<file path="src/rtl/fir_bridge_pkg.sv">
// Shared definitions for the FIR Wishbone/AXI-Stream bridges: register
// addresses and the Wishbone handshake FSM encoding.
package fir_bridge_pkg;

  localparam logic [7:0] ADR_DATA_IN   = 8'h80;
  localparam logic [7:0] ADR_FRAME_LEN = 8'h88;
  localparam logic [7:0] ADR_STATUS    = 8'h90;
  localparam logic [7:0] ADR_IDX       = 8'h94;

  localparam int unsigned WB_DATA_W = 32;
  localparam int unsigned IDX_W     = 16;

  typedef enum logic [1:0] {
    IDLE       = 2'd0,
    WAIT_SPACE = 2'd1,
    ACK        = 2'd2
  } bridge_state_e;

endpackage

</file>
<file path="src/rtl/sync_fifo.sv">
// Single-clock FIFO with occupancy counter; head entry is presented
// combinationally from storage flops.
module sync_fifo #(
  parameter int unsigned WIDTH = 33,
  parameter int unsigned DEPTH = 4,
  parameter int unsigned CNT_W = $clog2(DEPTH) + 1
) (
  input  logic             clk,
  input  logic             rst_n,
  input  logic             push,
  input  logic [WIDTH-1:0] push_data,
  input  logic             pop,
  output logic [WIDTH-1:0] head_data,
  output logic             full,
  output logic             empty,
  output logic [CNT_W-1:0] count
);

  localparam int unsigned AW = $clog2(DEPTH);

  logic [AW-1:0]    wr_ptr_q, wr_ptr_d;
  logic [AW-1:0]    rd_ptr_q, rd_ptr_d;
  logic [CNT_W-1:0] count_q, count_d;
  logic [WIDTH-1:0] mem_q [DEPTH];
  logic [WIDTH-1:0] mem_d [DEPTH];
  logic             push_ok_c;
  logic             pop_ok_c;

  assign full      = (count_q == CNT_W'(DEPTH));
  assign empty     = (count_q == '0);
  assign count     = count_q;
  assign head_data = mem_q[rd_ptr_q];

  assign push_ok_c = push & ~full;
  assign pop_ok_c  = pop & ~empty;

  // Pointers wrap naturally because DEPTH is a power of two.
  always_comb begin
    wr_ptr_d = wr_ptr_q;
    rd_ptr_d = rd_ptr_q;
    mem_d    = mem_q;
    count_d  = count_q + CNT_W'(push_ok_c) - CNT_W'(pop_ok_c);
    if (push_ok_c) begin
      mem_d[wr_ptr_q] = push_data;
      wr_ptr_d        = wr_ptr_q + AW'(1);
    end
    if (pop_ok_c) begin
      rd_ptr_d = rd_ptr_q + AW'(1);
    end
  end

  always_ff @(posedge clk or negedge rst_n) begin
    if (!rst_n) begin
      wr_ptr_q <= '0;
      rd_ptr_q <= '0;
      count_q  <= '0;
      for (int i = 0; i < int'(DEPTH); i++) begin
        mem_q[i] <= '0;
      end
    end else begin
      wr_ptr_q <= wr_ptr_d;
      rd_ptr_q <= rd_ptr_d;
      count_q  <= count_d;
      mem_q    <= mem_d;
    end
  end

endmodule

</file>
<file path="src/rtl/wb_axis_in_bridge.sv">
// Wishbone-to-AXI-Stream ingress bridge: firmware pushes samples over
// Wishbone, they leave as an AXIS master stream with per-frame tlast tagging.
module wb_axis_in_bridge
  import fir_bridge_pkg::*;
#(
  parameter int unsigned pDATA_WIDTH = 32,
  parameter int unsigned FIFO_DEPTH  = 4,
  parameter int unsigned CNT_W       = $clog2(FIFO_DEPTH) + 1
) (
  input  logic                   wb_clk_i,
  input  logic                   wb_rst_n_i,
  input  logic                   wbs_cyc_i,
  input  logic                   wbs_stb_i,
  input  logic                   wbs_we_i,
  input  logic [3:0]             wbs_sel_i,
  input  logic [31:0]            wbs_adr_i,
  input  logic [31:0]            wbs_dat_i,
  output logic                   wbs_ack_o,
  output logic [31:0]            wbs_dat_o,
  output logic                   ss_tvalid,
  output logic [pDATA_WIDTH-1:0] ss_tdata,
  output logic                   ss_tlast,
  input  logic                   ss_tready
);

  localparam int unsigned ENTRY_W = pDATA_WIDTH + 1;

  bridge_state_e          state_q, state_d;
  logic                   ack_q, ack_d;
  logic [WB_DATA_W-1:0]   dat_q, dat_d;
  logic [IDX_W-1:0]       frame_len_q, frame_len_d;
  logic [IDX_W-1:0]       idx_q, idx_d;

  logic [7:0]             adr_c;
  logic                   req_c;
  logic                   wr_data_hit_c;
  logic                   access_c;
  logic                   push_c;
  logic                   pop_c;
  logic                   tag_last_c;
  logic [WB_DATA_W-1:0]   rdata_c;
  logic [ENTRY_W-1:0]     head_c;
  logic                   fifo_full;
  logic                   fifo_empty;
  logic [CNT_W-1:0]       fifo_count;
  logic                   unused_ok;

  assign unused_ok     = ^{wbs_sel_i, wbs_adr_i[31:8]};
  assign adr_c         = wbs_adr_i[7:0];
  assign req_c         = wbs_cyc_i & wbs_stb_i;
  assign wr_data_hit_c = wbs_we_i & (adr_c == ADR_DATA_IN);

  // Register read mux; unmapped addresses read as zero.
  always_comb begin
    rdata_c = '0;
    case (adr_c)
      ADR_FRAME_LEN: rdata_c = WB_DATA_W'(frame_len_q);
      ADR_STATUS: begin
        rdata_c[0]         = fifo_empty;
        rdata_c[1]         = fifo_full;
        rdata_c[CNT_W+7:8] = fifo_count;
      end
      ADR_IDX:       rdata_c = WB_DATA_W'(idx_q);
      default:       rdata_c = '0;
    endcase
  end

  // Handshake FSM; every register side effect lands on the edge entering ACK.
  always_comb begin
    state_d     = state_q;
    ack_d       = 1'b0;
    dat_d       = '0;
    frame_len_d = frame_len_q;
    idx_d       = idx_q;
    access_c    = 1'b0;
    push_c      = 1'b0;
    tag_last_c  = 1'b0;

    case (state_q)
      IDLE: begin
        if (req_c) begin
          if (wr_data_hit_c && fifo_full) begin
            state_d = WAIT_SPACE;
          end else begin
            state_d  = ACK;
            access_c = 1'b1;
          end
        end
      end
      WAIT_SPACE: begin
        if (!fifo_full) begin
          state_d  = ACK;
          access_c = 1'b1;
        end
      end
      ACK:     state_d = IDLE;
      default: state_d = IDLE;
    endcase

    if (access_c) begin
      ack_d = 1'b1;
      if (wbs_we_i) begin
        if (adr_c == ADR_DATA_IN) begin
          push_c = 1'b1;
          if ((frame_len_q != '0) && (idx_q == frame_len_q - IDX_W'(1))) begin
            tag_last_c = 1'b1;
            idx_d      = '0;
          end else begin
            idx_d = idx_q + IDX_W'(1);
          end
        end else if (adr_c == ADR_FRAME_LEN) begin
          frame_len_d = wbs_dat_i[IDX_W-1:0];
          idx_d       = '0;
        end
      end else begin
        dat_d = rdata_c;
      end
    end
  end

  always_ff @(posedge wb_clk_i or negedge wb_rst_n_i) begin
    if (!wb_rst_n_i) begin
      state_q     <= IDLE;
      ack_q       <= 1'b0;
      dat_q       <= '0;
      frame_len_q <= '0;
      idx_q       <= '0;
    end else begin
      state_q     <= state_d;
      ack_q       <= ack_d;
      dat_q       <= dat_d;
      frame_len_q <= frame_len_d;
      idx_q       <= idx_d;
    end
  end

  assign pop_c = ~fifo_empty & ss_tready;

  sync_fifo #(
    .WIDTH (ENTRY_W),
    .DEPTH (FIFO_DEPTH),
    .CNT_W (CNT_W)
  ) u_fifo (
    .clk       (wb_clk_i),
    .rst_n     (wb_rst_n_i),
    .push      (push_c),
    .push_data ({tag_last_c, wbs_dat_i[pDATA_WIDTH-1:0]}),
    .pop       (pop_c),
    .head_data (head_c),
    .full      (fifo_full),
    .empty     (fifo_empty),
    .count     (fifo_count)
  );

  assign wbs_ack_o = ack_q;
  assign wbs_dat_o = dat_q;
  assign ss_tvalid = ~fifo_empty;
  assign ss_tdata  = head_c[pDATA_WIDTH-1:0];
  assign ss_tlast  = head_c[pDATA_WIDTH];

endmodule
</file>
<file path="config.mk">
export PLATFORM = sky130hd
export DESIGN_NAME = wb_axis_in_bridge
export DESIGN_NICKNAME = d
export VERILOG_FILES = /design/src/rtl/fir_bridge_pkg.sv /design/src/rtl/sync_fifo.sv /design/src/rtl/wb_axis_in_bridge.sv
export SDC_FILE = /design/constraint.sdc
export NUM_CORES = 1
export LEC_CHECK = 0
export BUFFER_PORTS_ARGS = -buffer_cell sky130_fd_sc_hd__buf_2
export CORE_MARGIN = 5
export CORE_UTILIZATION = 50
export CTS_BUF_LIST = sky130_fd_sc_hd__clkbuf_4 sky130_fd_sc_hd__clkbuf_8
export DETAILED_ROUTE_END_ITERATION = 10
export PLACE_DENSITY_LB_ADDON = 0.05
export SYNTH_ARGS = -nofsm -noshare
export SYNTH_HDL_FRONTEND = slang
export SYNTH_HIERARCHICAL = 1
export SYNTH_SLANG_ARGS = --single-unit
</file>
<file path="constraint.sdc">
create_clock -name wb_clk_i -period 5.7 [get_ports wb_clk_i]
set_input_delay 0.57 -clock wb_clk_i [delete_from_list [all_inputs] [get_ports wb_clk_i]]
set_output_delay 0.57 -clock wb_clk_i [all_outputs]
set_load 0.005 [all_outputs]
</file>
* Word level (Yosys, flattened, before mapping) *
Cells that the tools add are included.

word-level totals
  output and inout bits = 67
  register bits after elaboration = 206
  memories kept = 0
  logic and storage cells = 81
  ROM bits = 0
  bits in latches = 0
  RAM bits = 0
  bits of input ports = 74

cells by class
  add/sub/neg operators = 6
  bitwise gates (word level) = 10
  reduce and logical (&&, ||, !) cells = 10
  shift operators = 0
  muxes and demuxes = 31
  multipliers = 0
  magnitude comparators = 3
  div/mod/pow operators = 0
  eq/ne operators = 9

operators with widths
  operator                                                               count
  132-bit bitwise mux                                                    1
  33-bit 2-to-1 mux                                                      3
  33-bit binary-select mux with 2-bit select                             1
  33-bit demux with 2-bit select                                         1
  32-bit 2-to-1 mux                                                      2
  16-bit 2-to-1 mux                                                      3
  8-bit == test (second input constant)                                  4
  16-bit by 1-bit adder with 16-bit output (second input constant)       1
  16-bit == test                                                         1
  16-bit nonzero test                                                    1
  16-bit by 1-bit subtractor with 16-bit output (second input constant)  1
  6-bit case mux with 2 select lines                                     1
  1-bit 2-to-1 mux                                                       11
  5-bit case mux with 2 select lines                                     1
  3-bit case mux with 3 select lines                                     1
  3-bit greater-or-equal comparator (second input constant)              2
  2-bit 2-to-1 mux                                                       3
  2-bit NOT with 3-bit output                                            2
  2-bit case mux with 3 select lines                                     1
  1-bit AND                                                              5
  2-bit by 1-bit adder with 2-bit output (second input constant)         2
  2-bit != test (second input constant)                                  2
  2-bit case mux with 2 select lines                                     1
  4-bit AND reduction                                                    1
  other kinds (13)                                                       17

* Logic depth before layout (Yosys ltp) *
  depth in word-level cells = 10
  gate-level depth with buffers = 14
  mapped depth without buffers = 12

* Cells and area by module *
Netlist, hierarchy kept.

modules (own cells, without submodules)
  module             times used  area an instance (µm²)  seq. area each (µm²)  cells each
  sync_fifo          1           6720.2                  3478.3                358
  wb_axis_in_bridge  1           3130.5                  1276.2                326

* Worst setup path before layout *
Ideal clock, no wire load.

  path kind = input port to flip-flop
  from = input wbs_adr_i[5]
  to = register u_fifo.count_q[2], in the netlist u_fifo/count[2]
  path buffers = 2
  arrival time = 3.134 ns
  setup time = 0.123 ns
  required time = 5.577 ns
  slack = 2.443 ns
  cell stages on the path = 14
  cell sequence = nor4_1 > nand2_1 > nor3_1 > nand4_1 > clkbuf_1 > clkbuf_1 > nor2_1 > nand2_1 > ha_1 > inv_1 > ha_1 > fa_1 > xnor2_1 > xnor2_1

on the way
  longest elaborated chain between the ends = 10
  elaborated cells between the ends (all ways) = 12

RTL lines
  element                                        RTL line                                           text
  start: declaration                             wb_axis_in_bridge.sv:16                            input logic [31:0] wbs_adr_i,
  8-bit == test *                                wb_axis_in_bridge.sv:51, wb_axis_in_bridge.sv:103
  1-bit AND                                      wb_axis_in_bridge.sv:51                            assign wr_data_hit_c = wbs_we_i & (adr_c == ADR_DATA_IN);
  1-bit logical AND                              wb_axis_in_bridge.sv:82                            if (wr_data_hit_c && fifo_full) begin
  1-bit 2-to-1 mux                               wb_axis_in_bridge.sv:82
  1-bit 2-to-1 mux                               wb_axis_in_bridge.sv:81                            if (req_c) begin
  1-bit case mux with 2 select lines             wb_axis_in_bridge.sv:79                            case (state_q)
  1-bit 2-to-1 mux *                             wb_axis_in_bridge.sv:100                           if (access_c) begin
  named net push_c                               wb_axis_in_bridge.sv:38                            logic push_c;
  1-bit AND *                                    sync_fifo.sv:34                                    assign push_ok_c = push & ~full;
  3-bit by 1-bit adder with 3-bit output *       sync_fifo.sv:42                                    count_d = count_q + CNT_W'(push_ok_c) - CNT_W'(pop_ok_c);
  3-bit by 1-bit subtractor with 3-bit output *  sync_fifo.sv:42
  named net u_fifo.count_d[2]                    sync_fifo.sv:23                                    logic [CNT_W-1:0] count_q, count_d;
  end signal: assignment                         sync_fifo.sv:63                                    count_q <= count_d;
  end: declaration                               sync_fifo.sv:23

The timed path passes the listed nets; every way through them passes the cells marked *.
A chain may end at the register's enable or synchronous reset.

* Worst setup path in the final report *
  from = register frame_len_q[0]
  to = register idx_q[0]

on the way
  longest elaborated chain between the ends = 5
  elaborated cells between the ends (all ways) = 6

RTL lines
  element                                        RTL line                  text
  start: declaration                             wb_axis_in_bridge.sv:31   logic [IDX_W-1:0] frame_len_q, frame_len_d;
  start signal: assignment                       wb_axis_in_bridge.sv:132  frame_len_q <= frame_len_d;
  16-bit by 1-bit subtractor with 16-bit output  wb_axis_in_bridge.sv:105  if ((frame_len_q != '0) && (idx_q == frame_len_q - IDX_W'(1))) begin
  16-bit == test                                 wb_axis_in_bridge.sv:105
  1-bit logical AND *                            wb_axis_in_bridge.sv:105
  16-bit 2-to-1 mux *                            wb_axis_in_bridge.sv:105
  16-bit 2-to-1 mux *                            wb_axis_in_bridge.sv:103  if (adr_c == ADR_DATA_IN) begin
  end signal: assignment                         wb_axis_in_bridge.sv:133  idx_q <= idx_d;
  end: declaration                               wb_axis_in_bridge.sv:32   logic [IDX_W-1:0] idx_q, idx_d;

Mark *: on every way between the ends. The rest lies on a longest branch, timed or not.

==> impl_metrics.json <==
{
  "outcome": "complete, no violations",
  "grt.total_usage_pct": 19.5,
  "cts_hold_buf": 0,
  "crit_arrival_ps": 4010,
  "tritoncts": "yes",
  "clk_path_buf_depth": 2,
  "layout_common_cells": "dfrtp_1, mux2_4, buf_2, mux2_2, mux4_2",
  "place_congestion": 0.864,
  "crit_path_start": "frame_len_q[0]$_DFFE_PN0P_",
  "timing.final.crit_share_pct": 63.5,
  "die_w_um": 150,
  "drc": 0,
  "initial_utilization_pct": 50.6,
  "routed-via-count": 5842,
  "cts_made_buffers": 17,
  "antenna_found_initial": 1,
  "grtUsageMet3_pct": 4.61,
  "wirelength_um": 21100,
  "postCtsSetupBuffers": 0,
  "dp_hpwl_um": 14400,
  "clock_sinks": 190,
  "timing.hold.ws_ps": 51.4,
  "met2_usage_pct": 31.4,
  "antenna_cells": 0,
  "grt_pass1_wl_um": 34100,
  "area_growth_pct": 8.36,
  "drv_slew": 0,
  "required_ps": 6100,
  "wl_per_cell_um": 20.3,
  "cpPeakStageDelay_ps": 670,
  "core_area_um2": 19500,
  "worstPathMaxFanout": 17,
  "hold_viol": 0,
  "synth-main-ff-cell": "dfrtp_1",
  "async_flop_share_pct": 100,
  "fp.dieH_um": 150,
  "met1_usage_pct": 26.7,
  "die-area_um2": 22600,
  "cp-end-kind": "flip-flop",
  "ios": 141,
  "syn_area_um2": 9850,
  "worst_pin_slew_ps": 1180,
  "viasPerCell": 5.62,
  "drive_above_1_share_pct": 43.7,
  "rsz0062_at_grt": "no",
  "power_uw": 2720,
  "layout_commonest_cell": "dfrtp_1",
  "critical_path_class": "flip-flop to flip-flop",
  "htreeDepth": 4,
  "tns_ps": 0,
  "cts.clk_slew.worst_paths_ps": 100,
  "post_cts_resized": 0,
  "cellLeakagePower_uw": 0.00521,
  "timing.critical_path.mode_cell": "mux2_2",
  "yosysWarnings": 6,
  "grt_overflow": 0,
  "synth-seq-cells": 190,
  "start_kind": "flip-flop",
  "worstSkewPairLatency_ps": 460,
  "grt_max_degree": 86,
  "synth_area_per_cell_um2": 14.4,
  "ant_nets": 0,
  "synth.distinct_cells": 60,
  "powerDensity_nw_per_um2": 255,
  "fill_cells": 1612,
  "maxCapViolCount": 0,
  "clockRootBuffer": "clkbuf_8",
  "top_usage_layer": "met2",
  "fin_skew_ps": 15.5,
  "r2r_start": "frame_len_q[0]$_DFFE_PN0P_",
  "slowest_stage": "nor3_1",
  "slew-limit-headroom_pct": 20.9,
  "port_buffers": 96,
  "max_freq_ghz": 0.276,
  "layout_min_cycle_time_ps": 3620,
  "hp-class": "primary input to async pin",
  "dr.pass1.iters": 4,
  "rows": 51,
  "register_area_um2": 4760,
  "synth_seq_area_share_pct": 48.3,
  "synth-edff-count": 0,
  "finalSetupViolCount": 0,
  "nets": 844,
  "syn_inst": 684,
  "multi_input_area_um2": 4570,
  "drt_iter0_markers": 303,
  "first_global_vias": 6311,
  "peakVddDrop_mv": 0.154,
  "worstPathCellList": "inv_1 > ha_1 > or4b_4 > or4_1 > mux2_2 > o22ai_1 > a2111oi_4 > buf_4 > nor3_1 > mux2_2"
}
[power breakdown]
group          switching (uW)  internal, uW  total, uW
Sequential                127          1370       1500
Clock                     481           414        896
Combinational             148           177        325
[final timing paths]
| path | to | slack, ps | depth (start not counted) |
|---|---|---|---|
| max in group asynchronous | u_fifo/mem_q[104]$_DFFE_PN0P_ | 4220 | 2 |
| setup reg to reg | idx_q[0]$_DFFE_PN0P_ | 2080 | 10 |
| hold / removal | u_fifo/mem_q[47]$_DFFE_PN0P_ | 50 | 1 |
| min in group wb_clk_i | u_fifo/mem_q[125]$_DFFE_PN0P_ | 380 | 2 |
| hold reg to reg | state_q[0]$_DFFE_PN0P_ | 470 | 1 |
| setup / recovery | idx_q[0]$_DFFE_PN0P_ | 2080 | 10 |
[sequential cells by signal, summed over array words and instances, names as in the netlist]
signal	count
idx_q	16
u_fifo/rd_ptr_q	2
wbs_dat_o	16
state_q	2
frame_len_q	16
u_fifo/wr_ptr_q	2
wbs_ack_o	1
u_fifo/count	3
u_fifo/mem_q	132
[per-layer routing]
metal / vias up / wire length (um)
met1: 3062 / 9670
met4: 2 / 253
met5: - / 13
met2: 139 / 10200
met3: 22 / 1000
li1: 2617 / -
[cells by family (layout without fill, tap and decap cells)]
kind of cell               Yosys count  after routing  share of synthesized area (%)
other                                1             16                         0.0381
and+or+nand+nor                    123            123                           6.78
adders and majority gates           10             10                           1.32
xor gates and xnor gates            24             24                           2.13
AOI/OAI and AO/OA                   71             71                           5.60
DFF                                190            190                           48.3
muxes                              189            189                           29.9
buffers and inverters               76            151                           5.92
[critical path: cells and delay by family (launching register included)]
| kind | cells | cell delay [ps] |
|---|---|---|
| compound gates | 2 | 320 |
| fa+ha+maj | 1 | 210 |
| buf+inv | 2 | 310 |
| flops | 1 | 460 |
| mux | 2 | 580 |
| simple gates | 3 | 1670 |
[cells in the mapped netlist, drive strengths merged, types with 2 or more instances]
library cell | count | area share, %
a2111oi | 4 | 0.55
a211oi | 5 | 0.38
a21boi | 2 | 0.15
a21o | 8 | 0.61
a21oi | 5 | 0.25
a22o | 7 | 0.62
a22oi | 16 | 1.2
a31oi | 2 | 0.13
and2 | 4 | 0.25
and3 | 12 | 0.76
and3b | 2 | 0.18
buf | 37 | 4.4
clkbuf | 26 | 0.99
dfrtp | 190 | 48
ha | 8 | 1.0
inv | 13 | 0.50
mux2 | 155 | 22
mux4 | 33 | 7.5
nand2 | 17 | 0.65
nand2b | 2 | 0.13
nand3 | 9 | 0.46
nand4 | 3 | 0.19
nor2 | 27 | 1.0
nor2b | 7 | 0.44
nor3 | 12 | 0.61
nor3b | 4 | 0.30
nor4 | 6 | 0.38
o211ai | 2 | 0.15
o21ai | 3 | 0.15
o22ai | 2 | 0.13
o31ai | 6 | 0.46
or2 | 3 | 0.19
or3 | 7 | 0.44
or4 | 2 | 0.15
xnor2 | 12 | 1.1
xor2 | 12 | 1.1
[per-stage QoR]
| step | cells | instance area (um2) | utilization, % | setup slack, ps |
|---|---|---|---|---|
| global route | 1039 | 10700 | 54.8 | 1890 |
| finish | 1039 | 10700 | 54.8 | 2080 |
| CTS | 1039 | 10700 | 54.8 | 2060 |
| floorplan | 699 | 9910 | - | 2440 |
| global placement | 1007 | 10300 | 52.8 | 2120 |
| detailed placement | 1007 | 10300 | 52.8 | 2070 |
[area by class of cell]
| type | instances | area share (%) |
|---|---|---|
| multi-input combinational | 433 | 42.9 |
| sequential | 190 | 44.6 |
| clock buffer | 20 | 2.46 |
| timing repair buffer | 106 | 5.29 |
| inverter | 13 | 0.457 |
| clock inverter | 12 | 1.27 |
| tap | 265 | 3.11 |
Power figures use the tool's default switching activity.
